==> src/rtl/sprite_fetch_ctrl_pkg.sv <==
// Display timing constants, bus field types and origin-update FSM encoding shared by the sprite fetch controller.
// Latency/backpressure: not applicable (types and constants only).
package sprite_fetch_ctrl_pkg;

  localparam int H_ACTIVE = 1024;
  localparam int HTOTAL   = 1344;
  localparam int V_ACTIVE = 768;
  localparam int VTOTAL   = 806;

  typedef logic [10:0] hpos_t;
  typedef logic [9:0]  vpos_t;
  typedef logic [16:0] rom_addr_t;

  typedef enum logic [1:0] {
    ST_IDLE    = 2'd0,
    ST_PENDING = 2'd1,
    ST_ACK     = 2'd2
  } upd_state_t;

endpackage

==> src/rtl/sprite_fetch_ctrl_if.sv <==
// Raster position, origin-update request/ack handshake and ROM fetch outputs of the sprite fetch controller.
// Latency/backpressure: wires only; the requester holds upd_req until upd_ack.
interface sprite_fetch_ctrl_if;
  import sprite_fetch_ctrl_pkg::*;

  hpos_t     hcount;
  vpos_t     vcount;
  hpos_t     new_x;
  vpos_t     new_y;
  logic      upd_req;
  logic      upd_ack;
  hpos_t     x_cur;
  vpos_t     y_cur;
  rom_addr_t rom_addr;
  logic      rom_en;
  logic      pix_valid;

  modport master (
    output hcount, vcount, new_x, new_y, upd_req,
    input  upd_ack, x_cur, y_cur, rom_addr, rom_en, pix_valid
  );

  modport slave (
    input  hcount, vcount, new_x, new_y, upd_req,
    output upd_ack, x_cur, y_cur, rom_addr, rom_en, pix_valid
  );

endinterface

==> src/rtl/sprite_fetch_ctrl_fetch_delay_pipe.sv <==
// Delays the fetch-enable by LATENCY cycles to qualify the pixel arriving from ROM and colour map.
// Latency: LATENCY cycles; no backpressure, shifts every cycle.
module fetch_delay_pipe #(
  parameter int LATENCY = 2
) (
  input  logic pixel_clk,
  input  logic reset,
  input  logic din,
  output logic dout
);

  logic [LATENCY-1:0] sr;

  always_ff @(posedge pixel_clk) begin
    if (reset) begin
      sr <= '0;
    end else begin
      sr[0] <= din;
      for (int i = 1; i < LATENCY; i++) begin
        sr[i] <= sr[i-1];
      end
    end
  end

  assign dout = sr[LATENCY-1];

endmodule

==> src/rtl/sprite_fetch_ctrl.sv <==
// Sprite ROM address generator with vblank-committed origin updates; rom_addr/rom_en one cycle after the raster
// position, pix_valid LATENCY cycles after rom_en; update requests wait in PENDING until the commit point.
module sprite_fetch_ctrl #(
  parameter int WIDTH    = 400,
  parameter int HEIGHT   = 300,
  parameter int LATENCY  = 2,
  parameter int V_ACTIVE = sprite_fetch_ctrl_pkg::V_ACTIVE
) (
  input logic               pixel_clk,
  input logic               reset,
  sprite_fetch_ctrl_if.slave bus
);
  import sprite_fetch_ctrl_pkg::*;

  localparam rom_addr_t ROW_STEP = rom_addr_t'(WIDTH);
  localparam hpos_t     COL_MAX  = hpos_t'(WIDTH - 1);

  upd_state_t state_q, state_d;
  logic       capture, load, ack;

  hpos_t     x_cur_q, shadow_x;
  vpos_t     y_cur_q, shadow_y;
  rom_addr_t rom_addr_q, row_base, rb_eff;
  logic      rom_en_q, line_hit;
  hpos_t     col, col_eff;

  logic [11:0] h12, v12, x_lo, x_hi, y_lo, y_hi;
  logic        in_win, line_start, commit;

  // Window test widened to 12 bits so origin + size cannot wrap.
  assign h12    = {1'b0, bus.hcount};
  assign v12    = {2'b00, bus.vcount};
  assign x_lo   = {1'b0, x_cur_q};
  assign x_hi   = x_lo + 12'(WIDTH);
  assign y_lo   = {2'b00, y_cur_q};
  assign y_hi   = y_lo + 12'(HEIGHT);
  assign in_win = (h12 >= x_lo) && (h12 < x_hi) && (v12 >= y_lo) && (v12 < y_hi);

  assign line_start = (bus.hcount == '0);
  assign commit     = line_start && (bus.vcount == vpos_t'(V_ACTIVE));

  // Row base advances on line starts only, so a truncated row never shifts the next row's base.
  always_comb begin
    rb_eff  = row_base;
    col_eff = col;
    if (line_start) begin
      col_eff = '0;
      if (line_hit) rb_eff = row_base + ROW_STEP;
    end
    if (commit) rb_eff = '0;
  end

  always_ff @(posedge pixel_clk) begin
    if (reset) begin
      row_base   <= '0;
      col        <= '0;
      line_hit   <= 1'b0;
      rom_addr_q <= '0;
      rom_en_q   <= 1'b0;
    end else begin
      row_base <= rb_eff;
      rom_en_q <= in_win;
      line_hit <= line_start ? in_win : (line_hit | in_win);
      if (in_win) begin
        rom_addr_q <= rb_eff + rom_addr_t'(col_eff);
        col        <= (col_eff == COL_MAX) ? col_eff : col_eff + hpos_t'(1);
      end else begin
        col <= col_eff;
      end
    end
  end

  always_ff @(posedge pixel_clk) begin
    if (reset) begin
      state_q  <= ST_IDLE;
      shadow_x <= '0;
      shadow_y <= '0;
      x_cur_q  <= '0;
      y_cur_q  <= '0;
    end else begin
      state_q <= state_d;
      if (capture) begin
        shadow_x <= bus.new_x;
        shadow_y <= bus.new_y;
      end
      if (load) begin
        x_cur_q <= shadow_x;
        y_cur_q <= shadow_y;
      end
    end
  end

  always_comb begin
    state_d = state_q;
    capture = 1'b0;
    load    = 1'b0;
    ack     = 1'b0;
    unique case (state_q)
      ST_IDLE: begin
        if (bus.upd_req) begin
          state_d = ST_PENDING;
          capture = 1'b1;
        end
      end
      ST_PENDING: begin
        if (commit) begin
          state_d = ST_ACK;
          load    = 1'b1;
        end
      end
      ST_ACK: begin
        ack     = 1'b1;
        state_d = ST_IDLE;
      end
      default: state_d = ST_IDLE;
    endcase
  end

  fetch_delay_pipe #(.LATENCY(LATENCY)) u_delay (
    .pixel_clk (pixel_clk),
    .reset     (reset),
    .din       (rom_en_q),
    .dout      (bus.pix_valid)
  );

  assign bus.upd_ack  = ack;
  assign bus.x_cur    = x_cur_q;
  assign bus.y_cur    = y_cur_q;
  assign bus.rom_addr = rom_addr_q;
  assign bus.rom_en   = rom_en_q;

endmodule
==> src/flat_wrapper.sv <==
// flat-port wrapper written by rule: the top's interface ports become plain ports
module sprite_fetch_ctrl_flat import sprite_fetch_ctrl_pkg::*;
#(
  parameter int WIDTH    = 400,
  parameter int HEIGHT   = 300,
  parameter int LATENCY  = 2,
  parameter int V_ACTIVE = sprite_fetch_ctrl_pkg::V_ACTIVE
)
  (pixel_clk, reset, bus_hcount, bus_vcount, bus_new_x, bus_new_y, bus_upd_req, bus_upd_ack, bus_x_cur, bus_y_cur, bus_rom_addr, bus_rom_en, bus_pix_valid);
  sprite_fetch_ctrl_if bus_i ();
  input logic pixel_clk;
  input logic reset;
  input wire logic [$bits(bus_i.hcount)-1:0] bus_hcount;
  input wire logic [$bits(bus_i.vcount)-1:0] bus_vcount;
  input wire logic [$bits(bus_i.new_x)-1:0] bus_new_x;
  input wire logic [$bits(bus_i.new_y)-1:0] bus_new_y;
  input wire logic [$bits(bus_i.upd_req)-1:0] bus_upd_req;
  output wire logic [$bits(bus_i.upd_ack)-1:0] bus_upd_ack;
  output wire logic [$bits(bus_i.x_cur)-1:0] bus_x_cur;
  output wire logic [$bits(bus_i.y_cur)-1:0] bus_y_cur;
  output wire logic [$bits(bus_i.rom_addr)-1:0] bus_rom_addr;
  output wire logic [$bits(bus_i.rom_en)-1:0] bus_rom_en;
  output wire logic [$bits(bus_i.pix_valid)-1:0] bus_pix_valid;
  assign bus_i.hcount = bus_hcount;
  assign bus_i.vcount = bus_vcount;
  assign bus_i.new_x = bus_new_x;
  assign bus_i.new_y = bus_new_y;
  assign bus_i.upd_req = bus_upd_req;
  assign bus_upd_ack = bus_i.upd_ack;
  assign bus_x_cur = bus_i.x_cur;
  assign bus_y_cur = bus_i.y_cur;
  assign bus_rom_addr = bus_i.rom_addr;
  assign bus_rom_en = bus_i.rom_en;
  assign bus_pix_valid = bus_i.pix_valid;
  sprite_fetch_ctrl #(.WIDTH(WIDTH), .HEIGHT(HEIGHT), .LATENCY(LATENCY), .V_ACTIVE(V_ACTIVE)) u_core (.pixel_clk(pixel_clk), .reset(reset), .bus(bus_i));
endmodule
==> config.mk <==
export PLATFORM = sky130hd
export DESIGN_NAME = sprite_fetch_ctrl_flat
export DESIGN_NICKNAME = d
export VERILOG_FILES = /design/src/rtl/sprite_fetch_ctrl_pkg.sv /design/src/rtl/sprite_fetch_ctrl_if.sv /design/src/rtl/sprite_fetch_ctrl_fetch_delay_pipe.sv /design/src/rtl/sprite_fetch_ctrl.sv /design/src/flat_wrapper.sv
export SDC_FILE = /design/constraint.sdc
export NUM_CORES = 1
export LEC_CHECK = 0
export ABC_AREA = 1
export ABC_CLOCK_PERIOD_IN_PS = 6900
export CORE_UTILIZATION = 59
export DETAILED_ROUTE_END_ITERATION = 7
export PLACE_DENSITY_LB_ADDON = 0.12
export SYNTH_ARGS = -nofsm -noshare
export SYNTH_HDL_FRONTEND = slang
export SYNTH_SLANG_ARGS = --single-unit
==> constraint.sdc <==
create_clock -name pixel_clk -period 6.9 [get_ports pixel_clk]
set_input_delay 1.38 -clock pixel_clk [delete_from_list [all_inputs] [get_ports pixel_clk]]
set_output_delay 1.38 -clock pixel_clk [all_outputs]
set_load 0.05 [all_outputs]
==> results of run 1 <==
[metrics by stage]
step                      hold slack (ps)  cells  util, %  power, W
after floorplan                       388    798        -  0.000658
after global placement                396    990     71.0  0.000712
after detailed placement              399    990     71.0  0.000716
after CTS                             411   1005     73.0   0.00106
after global routing                  443   1005     73.0   0.00110
final                                 412   1005     73.0   0.00106
[kinds of logic (layout without fill, tap and decap cells)]
| group | count (synthesis) | count (layout) | synth area share [%] |
|---|---|---|---|
| fa+ha+maj | 52 | 52 | 11.7 |
| buf+inv | 123 | 201 | 8.79 |
| flops | 93 | 93 | 33.0 |
| simple gates | 343 | 343 | 27.5 |
| xor+xnor | 28 | 28 | 4.34 |
| compound gates | 159 | 159 | 14.8 |
[worst paths after layout]
check	end	startpoint	slack [ps]	cells past startpoint
worst min-delay path	u_core.u_delay.sr[1]$_SDFF_PP0_	u_core.u_delay.sr[0]$_SDFF_PP0_	410	2
worst min register to register	u_core.u_delay.sr[1]$_SDFF_PP0_	u_core.u_delay.sr[0]$_SDFF_PP0_	410	2
worst max-delay path	u_core.bus.rom_addr[15]$_SDFFE_PP0P_	bus_hcount[10]	2220	21
worst max register to register	u_core.col[4]$_SDFF_PP0_	u_core.bus.y_cur[2]$_SDFFE_PP0P_	3750	14
[state kept, by name, indices dropped and copies added, names as in the netlist]
signal,flops
u_core.shadow_y,10
u_core.bus.y_cur,10
u_core.bus.x_cur,11
u_core.state_q,2
u_core.line_hit,1
u_core.u_delay.sr,2
u_core.row_base,17
u_core.col,11
u_core.shadow_x,11
u_core.bus.rom_addr,17
u_core.bus.rom_en,1
[cell type report]
type | instances | area share, %
tap | 129 | 2.39
clock buffer | 11 | 1.95
timing repair buffer | 89 | 13.1
clock inverter | 4 | 0.742
multi-input combinational | 582 | 48.8
inverter | 97 | 5.44
sequential | 93 | 27.6
[where the power goes]
group / switching (W) / internal, W
clock network: 0.000189 / 0.000165
registers: 0.00000822 / 0.000553
logic: 0.0000835 / 0.0000596
total: 0.000281 / 0.000778
[tightest hold or removal path, stage by stage (launching register included)]
cell and delay [ps]:
dfxtp_1 310, inv_1 40, nor2_1 30
[synthesized netlist by cell type (all sizes together)]
cell and count:
or2 1, o21bai 2, a21oi 67, nand3 36
xor2 20, ha 51, o21ai 78, and3 1
o31ai 2, nand3b 2, fa 1, nand2 130
o2111ai 1, a31oi 1, nor4 4, nand4 14
nor3b 2, clkbuf 19, nor3 19, o21a 1
inv 97, a22oi 1, a21boi 1, a211oi 4
xnor2 8, buf 7, nor2 134, dfxtp 93
a21o 1
[layer usage]
layer / vias to the layer above / wire length [um] / global-route usage [%] / share of wire, %
met5: - / 0 / 0 / 0
met4: 0 / 328 / 14.3 / 2.3
met3: 35 / 1060 / 5.08 / 7.3
met2: 234 / 6750 / 49.5 / 47
met1: 2543 / 6280 / 38.1 / 44
li1: 2766 / - / - / -
==> flow_metrics.tcl, run 1 <==
set metrics [dict create \
    fin_skew_ps 11.4 \
    dr.pass1.iters 6 \
    synth_area_leader_cell "dfxtp_1" \
    syn-num-nets 895 \
    slew_violations 0 \
    critPathSlowestCell "clkdlybuf4s50_1" \
    placedInstanceArea_mm2 0.00656 \
    diodes 0 \
    fin_nets 969 \
    rsz0062_at_grt "no" \
    gp_congestion 1.01 \
    ir_drop_uv 91.0 \
    antenna_left 0 \
    start_kind "primary input" \
    area_growth_syn_to_layout_pct 19.4 \
    fill_cells 733 \
    seqCellArea_mm2 0.00186 \
    start_util_pct 61.1 \
    vias 5578 \
    avgViaCountPerCell 5.55 \
    setup_viol_count_final 0 \
    antenna_found_initial 0 \
    die_x_um 99.8 \
    cts_sinks 93 \
    clock-root-buffer "clkbuf_8" \
    final_common_cell "nor2_1" \
    io_pins 86 \
    grt_max_degree 44 \
    grt_overflow_total 0 \
    drtIter0Drc 306 \
    final-hold-violation-count 0 \
    clock_latency_ps 360 \
    numCtsBuffers 9 \
    fin_tns_setup_ps 0 \
    wl_um 14400 \
    rows 35 \
    endpoint_kind "flip-flop" \
    core_area_mm2 0.00924 \
    status "completed" \
    ys_top_cells_by_area "dfxtp_1, ha_1, nor2_1" \
    synth_cell_types 44 \
    drive_gt1_share_pct 5.82 \
    multi_input_area_mm2 0.00329 \
    synth_cells 798 \
    yosysWarningCount 0 \
    maxCapViolCount 0 \
    critPathKind "primary input to flip-flop" \
    synth_top_area_share_pct 33.0 \
    fp.dieH_um 99.8 \
    worstMarginPinSlew_ps 721 \
    grt_util_all_layers_pct 30.0 \
    htree_levels 3 \
    critPathBufInv 6 \
    drc 0 \
    ys_ff_latch 93 \
    grt_pass1_wl_um 23900 \
    post-route-cell-area_mm2 0.00674 \
    hold_buffers 0 \
    cts_tree "done" \
    synth.avg_cell_area_um2 7.08 \
    ys_seq_area_share_pct 33.0 \
    power-per-cell-area_mw_per_mm2 157 \
    port_buffers 85 \
    grt_pass1_vias 5284 \
    cp_max_fo 20 \
    cts_resized 0 \
    layout_common_cells "nor2_1, nand2_1, inv_1, dfxtp_1, clkdlybuf4s50_1" \
    fmax_ghz 0.214 \
    clk_pin_slew_ps 90 \
    max_stage_delay_ps 450 \
    setup_ws_ps 2220 \
    post-route-period-util_pct 67.8 \
    critical-path-top-delay-family "simple AND/OR/NAND/NOR gates" \
    worst-endpoint-required_ps 7170 \
    synth_area_mm2 0.00565 \
    min_period_ps 4680 \
    crit_chain "clkdlybuf4s50_1 > inv_1 > nand2_1 > nor2_2 > nand2_4 > nor3_2 > buf_4 > inv_1 > o21ai_0 > a21oi_1 > ha_1 > inv_1 > nor3_1 > nand3_1 > nand4_1 > nor3b_2 > nand2_1 > nand2_1 > nand3_1 > nand2_1 > inv_1" \
    post-cts-setup-buffer-count 0 \
    critical_path_arrival_ps 4950 \
    dp.final_hpwl_um 10900 \
    clock_path_buffers 2 \
    max_slew_margin_pct 51.9 \
    leakage_nw 2.88 \
    post-place-ws_ps 2030 \
    die_area_mm2 0.00997 \
    drt-wirelength-per-cell_um 14.3 \
    hp-class "flip-flop to flip-flop" \
]
Power figures use the tool's default switching activity.
==> run 2: changes to the inputs <==
--- a/config.mk
+++ b/config.mk
@@ -6,8 +6,8 @@
 export NUM_CORES = 1
 export LEC_CHECK = 0
 export ABC_AREA = 1
-export ABC_CLOCK_PERIOD_IN_PS = 6900
-export CORE_UTILIZATION = 59
+export ABC_CLOCK_PERIOD_IN_PS = 4400
+export CORE_UTILIZATION = 55
 export DETAILED_ROUTE_END_ITERATION = 7
 export PLACE_DENSITY_LB_ADDON = 0.12
 export SYNTH_ARGS = -nofsm -noshare
==> constraint.sdc (replaced) <==
create_clock -name pixel_clk -period 4.4 [get_ports pixel_clk]
set_input_delay 0.88 -clock pixel_clk [delete_from_list [all_inputs] [get_ports pixel_clk]]
set_output_delay 0.88 -clock pixel_clk [all_outputs]
set_load 0.05 [all_outputs]
==> flow_metrics.tcl, run 2 (synthesis results as in run 1) <==
set metrics [dict create \
    clk_pin_slew_ps 90 \
    antenna_left 0 \
    worstMarginPinSlew_ps 742 \
    dp.final_hpwl_um 10600 \
    grt_max_degree 45 \
    r2r-end "u_core.col[8]$_SDFF_PP0_" \
    r2r-start "u_core.bus.x_cur[4]$_SDFFE_PP0P_" \
    die_x_um 103 \
    drive_gt1_share_pct 6.26 \
    cp_max_fo 19 \
    slew_violations 0 \
    gp_congestion 0.929 \
    endpoint_kind "flip-flop" \
    max_slew_margin_pct 50.5 \
    post-cts-setup-buffer-count 0 \
    worstHoldEndpoint "u_core.u_delay.sr[1]$_SDFF_PP0_" \
    final_common_cell "nor2_1" \
    hp-start "u_core.u_delay.sr[0]$_SDFF_PP0_" \
    rows 36 \
    drt-wirelength-per-cell_um 13.9 \
    fp.dieH_um 103 \
    final_util_pct 68.7 \
    cts_sinks 93 \
    clock-root-buffer "clkbuf_8" \
    hold_buffers 0 \
    rr_worst_depth 15 \
    power-per-cell-area_mw_per_mm2 250 \
    ir_drop_uv 141 \
    antenna_found_initial 0 \
    fin_skew_ps 8.59 \
    vias 5431 \
    start_util_pct 57.3 \
    fin_tns_setup_ps 0 \
    grt_pass1_wl_um 22500 \
    leakage_nw 2.90 \
    rsz0062_at_grt "no" \
    wl_um 14000 \
    drc 0 \
    min_period_ps 3840 \
    critical_path_arrival_ps 4150 \
    hp-class "flip-flop to flip-flop" \
    dr.pass1.iters 5 \
    status "completed" \
    numCtsBuffers 9 \
    fin_nets 971 \
    critPathKind "primary input to flip-flop" \
    avgViaCountPerCell 5.37 \
    htree_levels 3 \
    port_buffers 85 \
    fill_cells 826 \
    drtIter0Drc 253 \
    start_kind "primary input" \
    worst-endpoint-required_ps 4710 \
    post-route-cell-area_mm2 0.00678 \
    cts_tree "done" \
    setup_viol_count_final 0 \
    maxCapViolCount 0 \
    cts_resized 0 \
    regToRegSetupSlack_ps 1250 \
    clock_latency_ps 380 \
    final-hold-violation-count 0 \
    io_pins 86 \
    diodes 0 \
    grt_util_all_layers_pct 27.3 \
    whs_path_depth 2 \
    grt_pass1_vias 4950 \
    layout_common_cells "nor2_1, nand2_1, inv_1, dfxtp_1, clkdlybuf4s50_1" \
    post-route-period-util_pct 87.3 \
    grt_overflow_total 0 \
    core_area_mm2 0.00986 \
    die_area_mm2 0.0107 \
    placedInstanceArea_mm2 0.00658 \
    fmax_ghz 0.260 \
    clock_path_buffers 2 \
    area_growth_syn_to_layout_pct 20.1 \
]
## run 2: cell types whose count changed in the layout (fill, tap and decap cells not counted)
cell        change
buf_4           +2
clkbuf_8        +1
clkinvlp_4      -1
clkinv_4        +2
clkbuf_1        -1
## run 2: per-layer routing
layer  wire, um  vias up  GRT usage [%]  share of wire [%]
li1           -     2765              -                  -
met1       6480     2484           35.2                 46
met2       6620      164           46.8                 47
met3        741       18           5.04                5.3
met4        202        0           8.02                1.4
met5          0        -              0                  0
## run 2: cell type report
cell class	count	area [um2]	share of cell area [%]
repair buffers	91	896	13.2
clock buffers	11	141	2.08
multi-input cells	582	3290	48.5
inverters	97	367	5.41
flip-flops and latches	93	1860	27.5
clock inverters	5	60.1	0.886
well taps	133	166	2.45
## run 2: metrics by stage
stage	power, W	hold slack (ps)	cells	setup slack [ps]
floorplan	0.00103	388	798	886
global placement	0.00112	391	996	372
detailed placement	0.00112	392	996	255
CTS	0.00171	410	1012	626
global route	0.00177	440	1012	167
finish	0.00170	407	1012	559
## run 2: power by group
group          internal [W]  switching, W  total [W]
sequential         0.000867     0.0000130   0.000880
combinational     0.0000933      0.000131   0.000225
clock              0.000279      0.000314   0.000593
total               0.00124      0.000458    0.00170
## run 2: how the worst max path moves through the flow
stage / to / slack, ps / cells after the start / start
after global routing: u_core.bus.rom_addr[9]$_SDFFE_PP0P_ / 170 / 17 / bus_hcount[7]
final: u_core.bus.rom_addr[9]$_SDFFE_PP0P_ / 560 / 17 / bus_hcount[10]
after detailed placement: u_core.bus.rom_addr[9]$_SDFFE_PP0P_ / 260 / 17 / bus_hcount[7]
after global placement: u_core.bus.rom_addr[8]$_SDFFE_PP0P_ / 370 / 17 / bus_hcount[10]
after floorplan: u_core.bus.rom_addr[8]$_SDFFE_PP0P_ / 890 / 17 / bus_hcount[3]
after CTS: u_core.bus.rom_addr[9]$_SDFFE_PP0P_ / 630 / 17 / bus_hcount[7]
## run 2: critical path, stage by stage
cell             delay [ps]
clkdlybuf4s50_1         460
inv_1                    80
nand2_1                  70
nor2_2                  310
nand2_4                 170
nor3_2                  180
buf_4                   280
nor2_1                   70
ha_1                    360
a21oi_1                 160
nand2_1                 110
a21boi_0                270
o21ai_0                 200
a21oi_1                 200
xor2_1                  160
o21ai_0                  80
nor2_1                  110
